[src/rtl/tx_timer_pkg.sv]
// Shared types and USB default timing constants for the TX bit timer.
// Contents: tx_tmr_state_t state encoding, USB_CLKS_PER_BIT, USB_EOP_BITS.
package tx_timer_pkg;

    typedef enum logic [1:0] {
        IDLE = 2'd0,
        RUN  = 2'd1,
        EOP  = 2'd2
    } tx_tmr_state_t;

    localparam int unsigned USB_CLKS_PER_BIT = 8;
    localparam int unsigned USB_EOP_BITS     = 3;

endpackage

[src/rtl/tx_bit_timer_if.sv]
// Handshake bundle between the TX controller/encoder and the TX bit timer.
// master: controller side (drives start/num_words/abort/stuff_bit, sees strobes)
// slave : timer side (consumes requests, drives load/shift/stuff/word_done/eop/busy/done)
interface tx_bit_timer_if #(
    parameter int unsigned MAX_WORDS = 64
);
    localparam int unsigned NW = $clog2(MAX_WORDS + 1);

    logic          start;
    logic [NW-1:0] num_words;
    logic          abort;
    logic          stuff_bit;
    logic          load_enable;
    logic          shift_enable;
    logic          stuff_enable;
    logic          word_done;
    logic          eop_active;
    logic          busy;
    logic          done;

    modport master (
        output start, num_words, abort, stuff_bit,
        input  load_enable, shift_enable, stuff_enable, word_done,
               eop_active, busy, done
    );

    modport slave (
        input  start, num_words, abort, stuff_bit,
        output load_enable, shift_enable, stuff_enable, word_done,
               eop_active, busy, done
    );

endinterface

[src/rtl/tx_rollover_counter.sv]
// Up-counter that wraps to 0 after reaching rollover_val.
// Ports: clk, n_rst, clear (priority over count_enable), count_enable,
//        rollover_val, count, rollover_flag (registered: count == rollover_val).
module tx_rollover_counter #(
    parameter int unsigned WIDTH = 4
) (
    input  logic             clk,
    input  logic             n_rst,
    input  logic             clear,
    input  logic             count_enable,
    input  logic [WIDTH-1:0] rollover_val,
    output logic [WIDTH-1:0] count,
    output logic             rollover_flag
);

    logic [WIDTH-1:0] count_d;

    // Next count: clear wins, otherwise step and wrap at rollover_val.
    always_comb begin
        count_d = count;
        if (clear) begin
            count_d = '0;
        end else if (count_enable) begin
            count_d = (count == rollover_val) ? '0 : count + WIDTH'(1);
        end
    end

    always_ff @(posedge clk or negedge n_rst) begin
        if (!n_rst) begin
            count         <= '0;
            rollover_flag <= 1'b0;
        end else begin
            count         <= count_d;
            rollover_flag <= (count_d == rollover_val);
        end
    end

endmodule

[src/rtl/tx_bit_timer.sv]
// USB TX bit-timing generator: paces the shift register at CLKS_PER_BIT clocks
// per bit, requests words, inserts stuffed bit periods and appends EOP.
// Ports: clk, n_rst (async, active-low), bus (tx_bit_timer_if.slave).
// Every strobe is a flop loaded one cycle ahead, so no input reaches an output
// combinationally.
module tx_bit_timer
    import tx_timer_pkg::*;
#(
    parameter int unsigned CLKS_PER_BIT  = USB_CLKS_PER_BIT,
    parameter int unsigned BITS_PER_WORD = 8,
    parameter int unsigned MAX_WORDS     = 64,
    parameter int unsigned EOP_BITS      = USB_EOP_BITS
) (
    input  logic          clk,
    input  logic          n_rst,
    tx_bit_timer_if.slave bus
);

    localparam int unsigned CW         = $clog2(CLKS_PER_BIT);
    localparam int unsigned BW         = $clog2(BITS_PER_WORD);
    localparam int unsigned WW         = $clog2(MAX_WORDS + 1);
    localparam int unsigned EOP_CYCLES = EOP_BITS * CLKS_PER_BIT;
    localparam int unsigned EW         = $clog2(EOP_CYCLES);

    tx_tmr_state_t state_q, state_d;
    logic [WW-1:0] word_tgt_q, word_tgt_d;
    logic [WW-1:0] last_word_idx;

    logic load_q, shift_q, stuff_q, wdone_q, eop_q, busy_q, done_q;
    logic load_d, shift_d, stuff_d, wdone_d, eop_d, busy_d, done_d;

    logic [CW-1:0] clk_cnt;
    logic [BW-1:0] bit_cnt;
    logic [WW-1:0] word_cnt;
    logic [EW-1:0] eop_cnt;
    logic          clk_wrap, bit_wrap, word_wrap, eop_wrap;
    logic          pre_boundary;

    assign last_word_idx = WW'(word_tgt_q - WW'(1));
    // Outputs for the boundary cycle are decided one cycle early.
    assign pre_boundary  = (clk_cnt == CW'(CLKS_PER_BIT - 2));

    // Next-state and next-strobe logic.
    always_comb begin
        state_d    = state_q;
        word_tgt_d = word_tgt_q;
        load_d     = 1'b0;
        shift_d    = 1'b0;
        stuff_d    = 1'b0;
        wdone_d    = 1'b0;
        done_d     = 1'b0;
        case (state_q)
            IDLE: begin
                if (bus.start && (bus.num_words != '0)) begin
                    state_d    = RUN;
                    word_tgt_d = (bus.num_words > WW'(MAX_WORDS)) ? WW'(MAX_WORDS)
                                                                 : bus.num_words;
                    load_d     = 1'b1;
                end
            end
            RUN: begin
                if (bus.abort) begin
                    state_d = IDLE;
                end else begin
                    // Last bit of the last word is being shifted right now.
                    if (clk_wrap && shift_q && bit_wrap && word_wrap) begin
                        state_d = EOP;
                    end
                    if (pre_boundary) begin
                        stuff_d = bus.stuff_bit;
                        shift_d = !bus.stuff_bit;
                        wdone_d = !bus.stuff_bit && (bit_cnt == BW'(BITS_PER_WORD - 1));
                        load_d  = wdone_d && (word_cnt != last_word_idx);
                    end
                end
            end
            EOP: begin
                // eop_cnt is pre-incremented on EOP entry, so it returns to 0
                // exactly in the final EOP cycle.
                if (bus.abort || (eop_cnt == '0)) begin
                    state_d = IDLE;
                end else begin
                    done_d = eop_wrap;
                end
            end
            default: state_d = IDLE;
        endcase
        busy_d = (state_d != IDLE);
        eop_d  = (state_d == EOP);
    end

    always_ff @(posedge clk or negedge n_rst) begin
        if (!n_rst) begin
            state_q    <= IDLE;
            word_tgt_q <= '0;
            load_q     <= 1'b0;
            shift_q    <= 1'b0;
            stuff_q    <= 1'b0;
            wdone_q    <= 1'b0;
            eop_q      <= 1'b0;
            busy_q     <= 1'b0;
            done_q     <= 1'b0;
        end else begin
            state_q    <= state_d;
            word_tgt_q <= word_tgt_d;
            load_q     <= load_d;
            shift_q    <= shift_d;
            stuff_q    <= stuff_d;
            wdone_q    <= wdone_d;
            eop_q      <= eop_d;
            busy_q     <= busy_d;
            done_q     <= done_d;
        end
    end

    // Position within the current bit period.
    tx_rollover_counter #(.WIDTH(CW)) u_clk_cnt (
        .clk(clk), .n_rst(n_rst),
        .clear(state_d == IDLE), .count_enable(state_q == RUN),
        .rollover_val(CW'(CLKS_PER_BIT - 1)),
        .count(clk_cnt), .rollover_flag(clk_wrap)
    );

    // Data bits shifted in the current word; stuffed periods do not count.
    tx_rollover_counter #(.WIDTH(BW)) u_bit_cnt (
        .clk(clk), .n_rst(n_rst),
        .clear(state_d == IDLE), .count_enable(shift_q),
        .rollover_val(BW'(BITS_PER_WORD - 1)),
        .count(bit_cnt), .rollover_flag(bit_wrap)
    );

    // Words completed; flag marks the last word of the packet.
    tx_rollover_counter #(.WIDTH(WW)) u_word_cnt (
        .clk(clk), .n_rst(n_rst),
        .clear(state_d == IDLE), .count_enable(wdone_q),
        .rollover_val(last_word_idx),
        .count(word_cnt), .rollover_flag(word_wrap)
    );

    // EOP interval timer.
    tx_rollover_counter #(.WIDTH(EW)) u_eop_cnt (
        .clk(clk), .n_rst(n_rst),
        .clear(state_d != EOP), .count_enable(state_d == EOP),
        .rollover_val(EW'(EOP_CYCLES - 1)),
        .count(eop_cnt), .rollover_flag(eop_wrap)
    );

    assign bus.load_enable  = load_q;
    assign bus.shift_enable = shift_q;
    assign bus.stuff_enable = stuff_q;
    assign bus.word_done    = wdone_q;
    assign bus.eop_active   = eop_q;
    assign bus.busy         = busy_q;
    assign bus.done         = done_q;

endmodule

[src/flat_wrapper.sv]
// flat-port wrapper written by rule: the top's interface ports become plain ports
module tx_bit_timer_flat import tx_timer_pkg::*;
#(
    parameter int unsigned CLKS_PER_BIT  = USB_CLKS_PER_BIT,
    parameter int unsigned BITS_PER_WORD = 8,
    parameter int unsigned MAX_WORDS     = 64,
    parameter int unsigned EOP_BITS      = USB_EOP_BITS
)
  (clk, n_rst, bus_start, bus_num_words, bus_abort, bus_stuff_bit, bus_load_enable, bus_shift_enable, bus_stuff_enable, bus_word_done, bus_eop_active, bus_busy, bus_done);
  tx_bit_timer_if #(.MAX_WORDS(MAX_WORDS)) bus_i ();
  input  logic clk;
  input  logic n_rst;
  input wire logic [$bits(bus_i.start)-1:0] bus_start;
  input wire logic [$bits(bus_i.num_words)-1:0] bus_num_words;
  input wire logic [$bits(bus_i.abort)-1:0] bus_abort;
  input wire logic [$bits(bus_i.stuff_bit)-1:0] bus_stuff_bit;
  output wire logic [$bits(bus_i.load_enable)-1:0] bus_load_enable;
  output wire logic [$bits(bus_i.shift_enable)-1:0] bus_shift_enable;
  output wire logic [$bits(bus_i.stuff_enable)-1:0] bus_stuff_enable;
  output wire logic [$bits(bus_i.word_done)-1:0] bus_word_done;
  output wire logic [$bits(bus_i.eop_active)-1:0] bus_eop_active;
  output wire logic [$bits(bus_i.busy)-1:0] bus_busy;
  output wire logic [$bits(bus_i.done)-1:0] bus_done;
  assign bus_i.start = bus_start;
  assign bus_i.num_words = bus_num_words;
  assign bus_i.abort = bus_abort;
  assign bus_i.stuff_bit = bus_stuff_bit;
  assign bus_load_enable = bus_i.load_enable;
  assign bus_shift_enable = bus_i.shift_enable;
  assign bus_stuff_enable = bus_i.stuff_enable;
  assign bus_word_done = bus_i.word_done;
  assign bus_eop_active = bus_i.eop_active;
  assign bus_busy = bus_i.busy;
  assign bus_done = bus_i.done;
  tx_bit_timer #(.CLKS_PER_BIT(CLKS_PER_BIT), .BITS_PER_WORD(BITS_PER_WORD), .MAX_WORDS(MAX_WORDS), .EOP_BITS(EOP_BITS)) u_core (.clk(clk), .n_rst(n_rst), .bus(bus_i));
endmodule
[config.mk]
export PLATFORM = sky130hd
export DESIGN_NAME = tx_bit_timer_flat
export DESIGN_NICKNAME = d
export VERILOG_FILES = /design/src/rtl/tx_timer_pkg.sv /design/src/rtl/tx_bit_timer_if.sv /design/src/rtl/tx_rollover_counter.sv /design/src/rtl/tx_bit_timer.sv /design/src/flat_wrapper.sv
export SDC_FILE = /design/constraint.sdc
export NUM_CORES = 1
export LEC_CHECK = 0
export ABC_AREA = 1
export BUFFER_PORTS_ARGS = -buffer_cell sky130_fd_sc_hd__buf_2
export CORE_AREA = 2 2 65 67
export CTS_BUF_LIST = sky130_fd_sc_hd__clkbuf_16
export DETAILED_ROUTE_END_ITERATION = 6
export DIE_AREA = 0 0 67 69
export HOLD_SLACK_MARGIN = 0.06
export PLACE_DENSITY = 0.76
export RECOVER_POWER = 50
export SLEW_MARGIN = 20
export SYNTH_ARGS = -nofsm -noshare
export SYNTH_HDL_FRONTEND = slang
export SYNTH_SLANG_ARGS = --single-unit
[constraint.sdc]
create_clock -name clk -period 3 [get_ports clk]
set_clock_uncertainty 0.2 [all_clocks]
set_input_delay 0.6 -clock clk [delete_from_list [all_inputs] [get_ports clk]]
set_output_delay 0.6 -clock clk [all_outputs]
set_load 0.005 [all_outputs]
Yosys cells after proc, flatten, opt, wreduce, memory -nomap -nowiden

Cells that the tools add are included.

Flip-flop bits (word level): 38
Output and inout bits: 7
Word-level logic and storage cells: 84

Add/subtract/negate cells: 5
Magnitude comparators: 1
Eq/ne operators: 14
Multiplexer cells: 33
Reduce and logical (&&, ||, !) cells: 14

Operator list:

| operator            | count |
|---|---|
| $mux 7              | 4 |
| $mux 3              | 6 |
| $eq 3x3->1 const B  | 5 |
| $mux 5              | 3 |
| $eq 7x7->1          | 2 |
| $mux 1              | 14 |
| $eq 5x5->1 const B  | 2 |
| $mux 2              | 4 |
| $add 7x1->7 const B | 1 |
| $gt 7x7->1 const B  | 1 |
| $ne 7x7->1          | 1 |
| $reduce_bool 7->1   | 1 |
| $sub 7x1->7 const B | 1 |
| $add 3x1->3 const B | 2 |
| $logic_and 1x1->1   | 6 |
| $pmux 2 s3          | 1 |
| $add 5x1->5 const B | 1 |
| $logic_not 5->1     | 1 |
| $eq 2x2->1 const B  | 2 |
| $logic_not 2->1     | 2 |
| $eq 2x1->1 const B  | 1 |
| $ne 2x2->1 const B  | 1 |
| $pmux 1 s2          | 1 |
| $reduce_and 2->1    | 1 |
| other kinds (3)     | 3 |

Logic depth before layout (Yosys ltp)

Gate-level depths: netlist of the first run.

Depth after elaboration: 10
Gate-level depth with buffers: 17
Depth with buffers taken out: 16

Hierarchy

From an unflattened synthesis of the first run, not the netlist that was laid out.

Cells, all modules: 449
Area total of the unflattened synthesis: 2855.2 um^2

Modules (own cells, without submodules):

| module                                      | instances | cells an instance | area each (um^2) |
|---|---|---|---|
| tx_bit_timer                                | 1         | 138               | 972.2 |
| tx_rollover_counter at u_core.u_word_cnt    | 1         | 128               | 752.0 |
| tx_rollover_counter at u_core.u_bit_cnt ... | 2         | 50                | 304.0 |
| tx_rollover_counter at u_core.u_eop_cnt     | 1         | 83                | 523.0 |

Worst setup path before layout of the first run

Ideal clock, no wire load.

Path type: register -> register
Start: reg u_core.word_tgt_q[0]
End: reg u_core.u_word_cnt.rollover_flag
Library setup time: 0.069 ns
Arrival: 1.842 ns
Setup slack: 0.889 ns
Stages on the path, launching flop included: 18
Buffers on the path: 2
Clock period less this slack: 2.111 ns
Path through: dfrtp_1 inv_2 ha_1 buf_2 inv_1 nand2_1 nand3_1 nand2_1 nor2_2 nand3_2 nor2_4 nand3_4 buf_6 nand2_2 nand2_1 nand2_1 nand3_2 nor2_2

Longest elaborated chain between the ends: 6

RTL lines:

| item                   | RTL line                  | source |
|---|---|---|
| from (decl)            | tx_bit_timer.sv:26        | `logic [WW-1:0] word_tgt_q, word_tgt_d;` |
| from (signal assigned) | tx_bit_timer.sv:105       | `word_tgt_q <= word_tgt_d;` |
| $sub 7x1->7 (*)        | tx_bit_timer.sv:39        | `assign last_word_idx = WW'(word_tgt_q - WW'(1));` |
| $eq 7x7->1             | tx_rollover_counter.sv:24 | `count_d = (count == rollover_val) ? '0 : count + WIDTH'(1);` |
| $mux 7                 | tx_rollover_counter.sv:24 |  |
| $mux 7                 | tx_rollover_counter.sv:23 | `end else if (count_enable) begin` |
| $mux 7                 | tx_rollover_counter.sv:21 | `if (clear) begin` |
| $eq 7x7->1 (*)         | tx_rollover_counter.sv:34 | `rollover_flag <= (count_d == rollover_val);` |
| to (signal assigned)   | tx_rollover_counter.sv:34 |  |
| to (decl)              | tx_rollover_counter.sv:13 | `output logic rollover_flag` |

Mark *: on every way between the ends. The rest lies on a longest branch, timed or not.
A chain may end at the register's enable or synchronous reset.

Worst setup path after layout of the first run

Start: reg u_core.u_eop_cnt.count[0]
End: reg u_core.u_word_cnt.rollover_flag

Longest elaborated chain between the ends: 7

RTL lines:

| item                   | RTL line                  | source |
|---|---|---|
| from (decl)            | tx_rollover_counter.sv:12 | `output logic [WIDTH-1:0] count,` |
| from (signal assigned) | tx_rollover_counter.sv:33 | `count <= count_d;` |
| $logic_not 5->1        | tx_bit_timer.sv:80        | `if (bus.abort \|\| (eop_cnt == '0)) begin` |
| $logic_or 1x1->1       | tx_bit_timer.sv:80        |  |
| $mux 2                 | tx_bit_timer.sv:80        |  |
| $pmux 2 s3             | tx_bit_timer.sv:52        | `case (state_q)` |
| via u_core.state_d[1]  | tx_bit_timer.sv:25        | `tx_tmr_state_t state_q, state_d;` |
| $logic_not 2->1        | tx_bit_timer.sv:135       | `.clear(state_d == IDLE), .count_enable(wdone_q),` |
| $mux 7                 | tx_rollover_counter.sv:21 |  |
| $eq 7x7->1             | tx_rollover_counter.sv:34 |  |

The timed path passes the listed nets, and every way through them passes these cells.

==> results of run 1 <==
cells by family (layout without fill, tap and decap cells):
kind of cell | count (synthesis) | after routing | synth area share [%]
and+or+nand+nor | 164 | 164 | 35.9
buffers and inverters | 44 | 66 | 8.17
DFF | 38 | 38 | 42.8
AOI/OAI and AO/OA | 21 | 21 | 5.58
adders and majority gates | 9 | 9 | 5.07
xor gates and xnor gates | 5 | 5 | 1.97
muxes | 1 | 1 | 0.451
critical path, stage by stage (launching register included):
cell     delay, ns
dfrtp_1       0.41
inv_1         0.07
ha_1          0.14
nand2_1       0.05
o21ai_0       0.38
nand2_2       0.17
nor2_4        0.38
nor2_1        0.13
nand2_1       0.11
nand2_1       0.05
nand2_1       0.07
nor2_1        0.05
nand2_1       0.07
nor2_2        0.03
per-layer routing:
layer  up-vias  share of wire (%)  GRT usage [%]
met5         -                  0              0
met4         0                2.0           7.26
met3        10                4.8           5.87
met2        39                 47           34.5
met1       860                 46           28.0
li1        938                  -              -
placed cells by master, fill, tap and decap left out, types with 6 or more instances in the layout:
| cell | instances |
|---|---|
| o21ai_0 | 12 |
| a21oi_1 | 7 |
| nor2_2 | 6 |
| nand2_2 | 10 |
| nand2_1 | 69 |
| nor2_1 | 26 |
| nand3_1 | 26 |
| buf_2 | 17 |
| ha_1 | 9 |
| dfrtp_1 | 38 |
| inv_1 | 41 |
| nor3_1 | 6 |
state kept, by name, summed over array words and instances, names as in the netlist, 2 cells and up:
signal and flops:
u_core.u_eop_cnt.count 5, u_core.u_bit_cnt.count 3, u_core.u_clk_cnt.count 3, u_core.state_q 2
u_core.u_word_cnt.count 7, u_core.word_tgt_q 7
where the power goes:
group | total (mW) | internal (mW) | switching (mW)
combinational | 0.432 | 0.146 | 0.286
clock | 0.570 | 0.385 | 0.185
sequential | 0.590 | 0.553 | 0.0373
total | 1.59 | 1.08 | 0.508
worst max path at each step:
stage | startpoint | to | cells past startpoint
after floorplan | u_core.word_tgt_q[0] | u_core.u_word_cnt.rollover_flag | 17
after CTS | u_core.word_tgt_q[0] | u_core.u_word_cnt.rollover_flag | 15
after global placement | bus_num_words[0] | u_core.u_word_cnt.rollover_flag | 13
final | u_core.u_eop_cnt.count[0] | u_core.u_word_cnt.rollover_flag | 13
after global routing | u_core.u_eop_cnt.count[0] | u_core.u_word_cnt.rollover_flag | 13
after detailed placement | bus_num_words[0] | u_core.u_word_cnt.rollover_flag | 13
area by class of cell:
type,instances,area (um2)
multi-input combinational,200,1080
inverter,40,150
timing repair buffer,18,88.8
clock buffer,5,125
fill,368,1420
sequential,38,951
tap,50,62.6
clock inverter,3,37.5
==> qor.yml, run 1 <==
ys_seq_elements: 38
r2r_end: "u_core.u_word_cnt.rollover_flag"
worstPathRequired_ns: 2.97
cp-start-kind: "register"
hp-class: "reg -> reg"
design.core.area_um2: 3910
overflow: 0
synth_cell_types: 29
core.rowCount: 23
place_ws_ns: 0.642
clk_path_buf_depth: 2
reg2reg_slack_ns: 0.57
synth_edf_count: 0
grt_pass1_wl_um: 7780
ios: 19
dr.pass1.iters: 4
status: "finished, violations left"
drt-initial-drc-count: 84
totalPowerFinal_mw: 1.59
via_per_inst: 5.22
syn-num-nets: 303
cts_hold_buf: 0
synth_area_leaders: "dfrtp_1 43%, nand2_1 12%, inv_1 6.6%, nand3_1 5.9%, ha_1 5.1%"
hold_viol: 0
synth_area_per_cell_um2: 7.87
stdcell_count: 354
yosysWarnings: 0
worstHoldPathCells: 2
synthCells: 282
die_h_um: 69
grt_max_degree: 39
hpwl_um: 3280
antenna_cells: 0
cts_tree: "built"
place_area_um2: 2340
synth_ff_type: "dfrtp_1"
syn_to_final_growth_pct: 12.5
synthTopCellsByCount: "69 x nand2_1, 39 x inv_1, 38 x dfrtp_1, 26 x nand3_1, 25 x nor2_1"
clkLatencyLatePin_ns: 0.27
ctsHtreeMaxLevel: 2
portBuffers: 18
fin_util_pct: 63.8
ys_async_sr_fraction_pct: 100
maxSlewViolCount: 39
gp_congestion: 0.904
fp.dieW_um: 67
nets: 324
hold_end: "u_core.bus.done"
cap_violations: 1
track_usage_pct: 21.6
relSlewSlack_pct: -32.3
p_per_area_nw_per_um2: 638
drive_above_1_share_pct: 16.4
finalSetupViolCount: 0
crit_type: "reg -> reg"
clk_pin_slew_worst_paths_ns: 0.05
crit_arrival_ns: 2.40
dp.cells: 346
setup_tns_ns: 0
timing.final.ws_setup_ns: 0.572
drc: 0
cts.sinks: 38
start_util_pct: 56.7
layout_min_cycle_time_ns: 2.43
fmax_mhz: 412
synthesis.area_um2: 2220
fin_area_um2: 2500
synth_top_area_share_pct: 42.8
dieArea_um2: 4620
cts_buffers: 5
wl_per_cell_um: 11.8
rsz0062_at_grt: "no"
cp_max_fo: 15
power.leakage_nw: 1.32
holdWs_ns: 0.267
post-cts-setup-buffers: 0
ant_nets: 0
first_global_vias: 1874
r2r-start: "u_core.u_eop_cnt.count[0]"
synth_most_common_cell: "nand2_1"
cts_resized: 0
rr_worst_depth: 13
period_share_pct: 80.9
ir_drop_uv: 466
critPathCaptureType: "register"
holdCritStartpoint: "u_core.u_eop_cnt.rollover_flag"
routed_wl_um: 4180
synth_area_leader_cell: "dfrtp_1"
violations: "max-capacitance violations, max-slew violations"
antenna_found_initial: 0
clockRootBuffer: "clkbuf_16"
worst_pin_slew_ns: 1.98
vias: 1847
ys_seq_area_share_pct: 42.8
Note: power is estimated with default switching activity, not from simulation.
==> run 2, diff against run 1 <==
--- a/config.mk
+++ b/config.mk
@@ -7,12 +7,12 @@
 export LEC_CHECK = 0
 export ABC_AREA = 1
 export BUFFER_PORTS_ARGS = -buffer_cell sky130_fd_sc_hd__buf_2
-export CORE_AREA = 2 2 65 67
+export CORE_AREA = 2 2 68 70
 export CTS_BUF_LIST = sky130_fd_sc_hd__clkbuf_16
 export DETAILED_ROUTE_END_ITERATION = 6
-export DIE_AREA = 0 0 67 69
+export DIE_AREA = 0 0 70 72
 export HOLD_SLACK_MARGIN = 0.06
-export PLACE_DENSITY = 0.76
+export PLACE_DENSITY = 0.73
 export RECOVER_POWER = 50
 export SLEW_MARGIN = 20
 export SYNTH_ARGS = -nofsm -noshare
==> constraint.sdc (replaced) <==
create_clock -name clk -period 2 [get_ports clk]
set_clock_uncertainty 0.2 [all_clocks]
set_input_delay 0.4 -clock clk [delete_from_list [all_inputs] [get_ports clk]]
set_output_delay 0.4 -clock clk [all_outputs]
set_load 0.005 [all_outputs]
==> run 2 against run 1 <==
Effect of this change:
- the run ends with negative setup slack left
- combinational power grew 92%
- setup slack lost 0.69 ns
- clock power grew 34%
- sequential share of layout area shrank 4.4 points
- non-clock buffer count grew 32
- flip-flop and latch count is the same
- wire length grew 18%
- first-iteration DRC count grew 19%
- die area grew 9.0%
- power grew 56%
- largest power group unchanged
- highest routed layer unchanged
==> qor.yml, run 2 (synthesis results as in run 1) <==
r2r_end: "u_core.u_word_cnt.rollover_flag"  # unchanged
dp.cells: 374  # was 346
cp_max_fo: 8  # was 15
grtUsageMet1_pct: 26.5  # was 28.0%
drt-initial-drc-count: 100  # was 84
overflow: 0  # unchanged
design.core.area_um2: 4260  # was 3910 um2
reg2reg_slack_ns: -0.11  # was 0.57 ns
path_cells: "inv_2 -> ha_4 -> nand2_2 -> nand2_1 -> nand3_2 -> nand2_1 -> nand2_1 -> nor2_4 -> nand3_4 -> nand2_2 -> nand2_1 -> nand2_1 -> nor2_1 -> nand2_1 -> nor2_2"  # was inv_1 -> ha_1 -> nand2_1 -> o21ai_0 -> nand2_2 -> nor2_4 -> nor2_1 -> nand2_1 -> nand2_1 -> nand2_1 -> nor2_1 -> nand2_1 -> nor2_2
crit_slowest_cell: "dfrtp_1"  # unchanged
clockRootBuffer: "clkbuf_16"  # unchanged
crit_type: "reg -> reg"  # unchanged
worstHoldPathCells: 2  # unchanged
slowest_delay_ns: 0.39  # was 0.41 ns
cp-start-kind: "register"  # unchanged
clk_pin_slew_worst_paths_ns: 0.06  # was 0.05 ns
groute.layer.met2.usage_pct: 37.1  # was 34.5%
cts.sinks: 38  # unchanged
ctsHtreeMaxLevel: 2  # unchanged
grt_max_degree: 39  # unchanged
cts_buffers: 5  # unchanged
dieArea_um2: 5040  # was 4620 um2
ant_nets: 0  # unchanged
core.rowCount: 24  # was 23
most-common-layout-cells: "65 x nand2_1, 37 x dfrtp_1, 33 x inv_1"  # was 69 x nand2_1, 41 x inv_1, 38 x dfrtp_1
start_util_pct: 52.1  # was 56.7%
hp-class: "in -> reg"  # was reg -> reg
ir_drop_uv: 433  # was 466 uV
cts_tree: "built"  # unchanged
maxSlewViolCount: 0  # was 39
power.leakage_nw: 1.47  # was 1.32 nW
routed_wl_um: 4920  # was 4180 um
setup_tns_ns: -0.201  # was 0 ns
crit_buf_inv: 1  # unchanged
critPathCaptureType: "register"  # unchanged
gp_congestion: 0.862  # was 0.904
period_share_pct: 106  # was 80.9%
vias: 1967  # was 1847
antenna_found_initial: 0  # unchanged
crit_arrival_ns: 2.10  # was 2.40 ns
fmax_mhz: 473  # was 412 MHz
hpwl_um: 3450  # was 3280 um
timing.final.ws_setup_ns: -0.114  # was 0.572 ns
cp-startpoint: "u_core.word_tgt_q[0]"  # was u_core.u_eop_cnt.count[0]
grtUsageMet3_pct: 5.00  # was 5.87%
path_delay_family: "simple AND/OR/NAND/NOR gates"  # unchanged
cpMostUsedCell: "nand2_1"  # unchanged
r2r-start: "u_core.word_tgt_q[0]"  # was u_core.u_eop_cnt.count[0]
via_per_inst: 5.06  # was 5.22
final_common_cell: "nand2_1"  # unchanged
ios: 19  # unchanged
syn_to_final_growth_pct: 27.3  # was 12.5%
rsz0062_at_grt: "yes"  # was no
fp.dieW_um: 70  # was 67 um
grt.busiest_layer: "met2"  # unchanged
portBuffers: 18  # unchanged
track_usage_pct: 21.6  # about the same
fill_cells: 364  # was 368
wl_per_cell_um: 12.7  # was 11.8 um
worst_pin_slew_ns: 0.936  # was 1.98 ns
layout_min_cycle_time_ns: 2.11  # was 2.43 ns
violations: "negative setup slack"  # was max-capacitance violations, max-slew violations
drive_above_1_share_pct: 30.3  # was 16.4%
grt_pass1_wl_um: 8460  # was 7780 um
hold_viol: 0  # unchanged
finalSetupViolCount: 3  # was 0
path_depth: 15  # was 13
drc: 0  # unchanged
p_per_area_nw_per_um2: 879  # was 638 nW/um2
cap_violations: 0  # was 1
reg_top3: "u_core.u_word_cnt.count: 7 flops, u_core.word_tgt_q: 7 flops, u_core.u_eop_cnt.count: 5 flops"  # unchanged
rr_worst_depth: 15  # was 13
worstSetupEndpoint: "u_core.u_word_cnt.rollover_flag"  # unchanged
clkLatencyLatePin_ns: 0.29  # was 0.27 ns
nets: 357  # was 324
relSlewSlack_pct: 37.6  # was -32.3%
first_global_vias: 1907  # was 1874
clk_path_buf_depth: 2  # unchanged
status: "finished, violations left"  # unchanged
antenna_cells: 0  # unchanged
stdcell_count: 389  # was 354
worstPathRequired_ns: 1.98  # was 2.97 ns
die_h_um: 72  # was 69 um
dr.pass1.iters: 4  # unchanged
fin_util_pct: 66.3  # was 63.8%
==> run 2: changes by cell type in the layout (fill, tap and decap cells not counted), moves of 6 or more <==
cell and change:
inv_1 -8, buf_6 +8, buf_4 +21, inv_2 +6
==> run 2: timing repair <==
item | CTS | global route
hold endpoints to repair | 38 | 0
hold buffers | 1 | 0
gates cloned | 1 | 0
resized for setup | 15 | 12
pin swaps | 14 | 4
endpoints found under the setup margin | 6 | 11
buffers inserted | 3 | 3
==> run 2: worst min path at each step <==
stage	from	endpoint	slack (ns)
after global placement	u_core.u_eop_cnt.rollover_flag	u_core.bus.done	0.25
after global routing	bus_stuff_bit	u_core.bus.shift_enable	0.11
after floorplan	n_rst	u_core.bus.busy	-0.1
after CTS	bus_stuff_bit	u_core.bus.shift_enable	0.10
after detailed placement	u_core.u_eop_cnt.rollover_flag	u_core.bus.done	0.26
final	bus_stuff_bit	u_core.bus.shift_enable	0.10
==> run 2: area by class of cell <==
type / instances / area, um2 / area share (%)
well taps: 52 / 65.1 / 2.30
inverters: 40 / 150 / 5.31
clock inverters: 3 / 16.3 / 0.576
clock buffers: 5 / 125 / 4.43
multi-input cells: 201 / 1160 / 41.1
flip-flops and latches: 38 / 952 / 33.7
repair buffers: 50 / 357 / 12.6
==> run 2: layer usage <==
| metal | routed length (um) | part of all wire [%] |
|---|---|---|
| met5 | 0 | 0 |
| met4 | 73 | 1.5 |
| met3 | 141 | 2.9 |
| met2 | 2540 | 52 |
| met1 | 2160 | 44 |
==> run 2: report_power, final <==
group	internal (mW)	switching (mW)
Sequential	0.830	0.0570
Combinational	0.333	0.498
Clock	0.455	0.311
Total	1.62	0.866
==> run 2: metrics by stage <==
stage	worst slack (ns)	cell area [um2]	total power, mW	hold slack [ns]
3_3_place_gp	-0.0483	2550	1.61	0.254
2_1_floorplan	-0.0710	2240	1.43	-0.0956
3_5_place_dp	-0.105	2550	1.63	0.264
6_report	-0.114	2830	2.48	0.102
4_1_cts	-0.0475	2780	2.46	0.101
5_1_grt	-0.234	2830	2.64	0.112
==> run 3, diff against run 2 <==
--- a/config.mk
+++ b/config.mk
@@ -12,6 +12,7 @@
 export DETAILED_ROUTE_END_ITERATION = 6
 export DIE_AREA = 0 0 70 72
 export HOLD_SLACK_MARGIN = 0.06
+export MAX_ROUTING_LAYER = met4
 export PLACE_DENSITY = 0.73
 export RECOVER_POWER = 50
 export SLEW_MARGIN = 20
==> run 3 against run 2 <==
Effect of this change:
- the run still ends with negative setup slack left
- sequential share of layout area unchanged
- final cell count unchanged
- wire length did not move
- fmax rose by 0.11%
- cell area unchanged
- power about the same
- setup slack gained 0.0024 ns
- critical path type unchanged
- largest power group unchanged
==> qor.yml, run 3 (synthesis results as in run 1) <==
cap_violations: 0  # unchanged
clockRootBuffer: "clkbuf_16"  # unchanged
grtUsageMet1_pct: 26.6  # was 26.5%
timing.final.ws_setup_ns: -0.112  # was -0.114 ns
path_depth: 15  # unchanged
ir_drop_uv: 431  # was 433 uV
core.rowCount: 24  # unchanged
ctsHtreeMaxLevel: 2  # unchanged
hold_viol: 0  # unchanged
worstSetupEndpoint: "u_core.u_word_cnt.rollover_flag"  # unchanged
reg2reg_slack_ns: -0.11  # about the same
nets: 357  # unchanged
final_common_cell: "nand2_1"  # unchanged
overflow: 0  # unchanged
fp.dieW_um: 70  # unchanged
groute.layer.met2.usage_pct: 37.0  # was 37.1%
vias: 1979  # was 1967
relSlewSlack_pct: 37.1  # was 37.6%
drc: 0  # unchanged
worstHoldPathCells: 2  # unchanged
worst_pin_slew_ns: 0.943  # was 0.936 ns
power.leakage_nw: 1.47  # unchanged
cpMostUsedCell: "nand2_1"  # unchanged
track_usage_pct: 22.3  # was 21.6%
cp_max_fo: 8  # unchanged
dp.cells: 374  # unchanged
r2r-start: "u_core.word_tgt_q[0]"  # unchanged
layout_min_cycle_time_ns: 2.11  # about the same
most-common-layout-cells: "65 x nand2_1, 37 x dfrtp_1, 33 x inv_1"  # unchanged
status: "finished, violations left"  # unchanged
setup_tns_ns: -0.204  # was -0.201 ns
holdWs_ns: 0.103  # was 0.102 ns
clkLatencyLatePin_ns: 0.29  # about the same
syn_to_final_growth_pct: 27.3  # unchanged
violations: "negative setup slack"  # unchanged
ios: 19  # unchanged
r2r_end: "u_core.u_word_cnt.rollover_flag"  # unchanged
crit_buf_inv: 1  # unchanged
cts_buffers: 5  # unchanged
wl_per_cell_um: 12.7  # unchanged
path_delay_family: "simple AND/OR/NAND/NOR gates"  # unchanged
cts_tree: "built"  # unchanged
start_util_pct: 52.1  # unchanged
crit_arrival_ns: 2.09  # was 2.10 ns
via_per_inst: 5.09  # was 5.06
finalSetupViolCount: 3  # unchanged
dieArea_um2: 5040  # unchanged
critPathCaptureType: "register"  # unchanged
path_cells: "inv_2 -> ha_4 -> nand2_2 -> nand2_1 -> nand3_2 -> nand2_1 -> nand2_1 -> nor2_4 -> nand3_4 -> nand2_2 -> nand2_1 -> nand2_1 -> nor2_1 -> nand2_1 -> nor2_2"  # unchanged
cp-startpoint: "u_core.word_tgt_q[0]"  # unchanged
portBuffers: 18  # unchanged
fin_util_pct: 66.3  # unchanged
crit_slowest_cell: "dfrtp_1"  # unchanged
rsz0062_at_grt: "yes"  # unchanged
p_per_area_nw_per_um2: 879  # about the same
dr.pass1.iters: 4  # unchanged
hp-class: "in -> reg"  # unchanged
maxSlewViolCount: 0  # unchanged
crit_type: "reg -> reg"  # unchanged
routed_wl_um: 4920  # unchanged
design.core.area_um2: 4260  # unchanged
hpwl_um: 3450  # unchanged
ant_nets: 0  # unchanged
grtUsageMet3_pct: 5.00  # unchanged
grt.busiest_layer: "met2"  # unchanged
antenna_cells: 0  # unchanged
fmax_mhz: 474  # was 473 MHz
first_global_vias: 1904  # was 1907
slowest_delay_ns: 0.39  # about the same
reg_top3: "u_core.u_word_cnt.count: 7 flops, u_core.word_tgt_q: 7 flops, u_core.u_eop_cnt.count: 5 flops"  # unchanged
cts.sinks: 38  # unchanged
drive_above_1_share_pct: 30.3  # unchanged
grt_max_degree: 39  # unchanged
grt_pass1_wl_um: 8460  # unchanged
antenna_found_initial: 0  # unchanged
die_h_um: 72  # unchanged
clk_path_buf_depth: 2  # unchanged
cp-start-kind: "register"  # unchanged
fill_cells: 364  # unchanged
stdcell_count: 389  # unchanged
drt-initial-drc-count: 110  # was 100
gp_congestion: 0.875  # was 0.862
clk_pin_slew_worst_paths_ns: 0.06  # about the same
period_share_pct: 106  # about the same
rr_worst_depth: 15  # unchanged
worstPathRequired_ns: 1.98  # about the same
-- run 3: power breakdown --
| group | total, mW | internal, mW | switching [mW] |
|---|---|---|---|
| clock network | 0.766 | 0.455 | 0.312 |
| registers | 0.887 | 0.830 | 0.0572 |
| logic | 0.830 | 0.333 | 0.498 |
| total | 2.48 | 1.62 | 0.867 |
-- run 3: how the worst min path moves through the flow --
stage                                               from                      end
after floorplan                                    n_rst          u_core.bus.busy
after global placement    u_core.u_eop_cnt.rollover_flag          u_core.bus.done
after detailed placement  u_core.u_eop_cnt.rollover_flag          u_core.bus.done
after CTS                                  bus_stuff_bit  u_core.bus.shift_enable
after global routing                       bus_stuff_bit  u_core.bus.shift_enable
final                                      bus_stuff_bit  u_core.bus.shift_enable
-- run 3: worst reg2reg max path, stage by stage, from the launching register on --
cell and delay, ns:
dfrtp_1 0.39, inv_2 0.08, ha_4 0.20, nand2_2 0.08, nand2_1 0.10, nand3_2 0.09
nand2_1 0.09, nand2_1 0.09, nor2_4 0.16, nand3_4 0.16, nand2_2 0.13, nand2_1 0.06
nand2_1 0.05, nor2_1 0.04, nand2_1 0.07, nor2_2 0.04
-- run 3: cell type report --
type	instances	area [um2]	area share [%]
well taps	52	65.1	2.30
inverters	40	150	5.31
repair buffers	50	357	12.6
flip-flops and latches	38	952	33.7
clock inverters	3	16.3	0.576
clock buffers	5	125	4.43
multi-input cells	201	1160	41.1
-- run 3: through the flow --
| stage | power, mW | setup WS [ns] | area, um2 |
|---|---|---|---|
| 3_5_place_dp | 1.63 | -0.105 | 2550 |
| 2_1_floorplan | 1.43 | -0.0710 | 2240 |
| 6_report | 2.48 | -0.112 | 2830 |
| 3_3_place_gp | 1.61 | -0.0483 | 2550 |
| 4_1_cts | 2.46 | -0.0475 | 2780 |
| 5_1_grt | 2.65 | -0.234 | 2830 |
-- run 3: layer usage --
metal / part of all wire (%) / vias to the layer above
li1: - / 1015
met1: 44 / 925
met2: 51 / 31
met3: 3.4 / 8
met4: 1.4 / 0
met5: 0 / -
-- run 3: timing repair --
action | 4_1_cts | 5_1_grt
gates resized for setup | 15 | 12
setup buffers | 3 | 3
hold endpoints to repair | 38 | 0
endpoints found under the setup margin | 6 | 11
hold buffers | 1 | 0
gates cloned | 1 | 0
pin swaps | 14 | 4
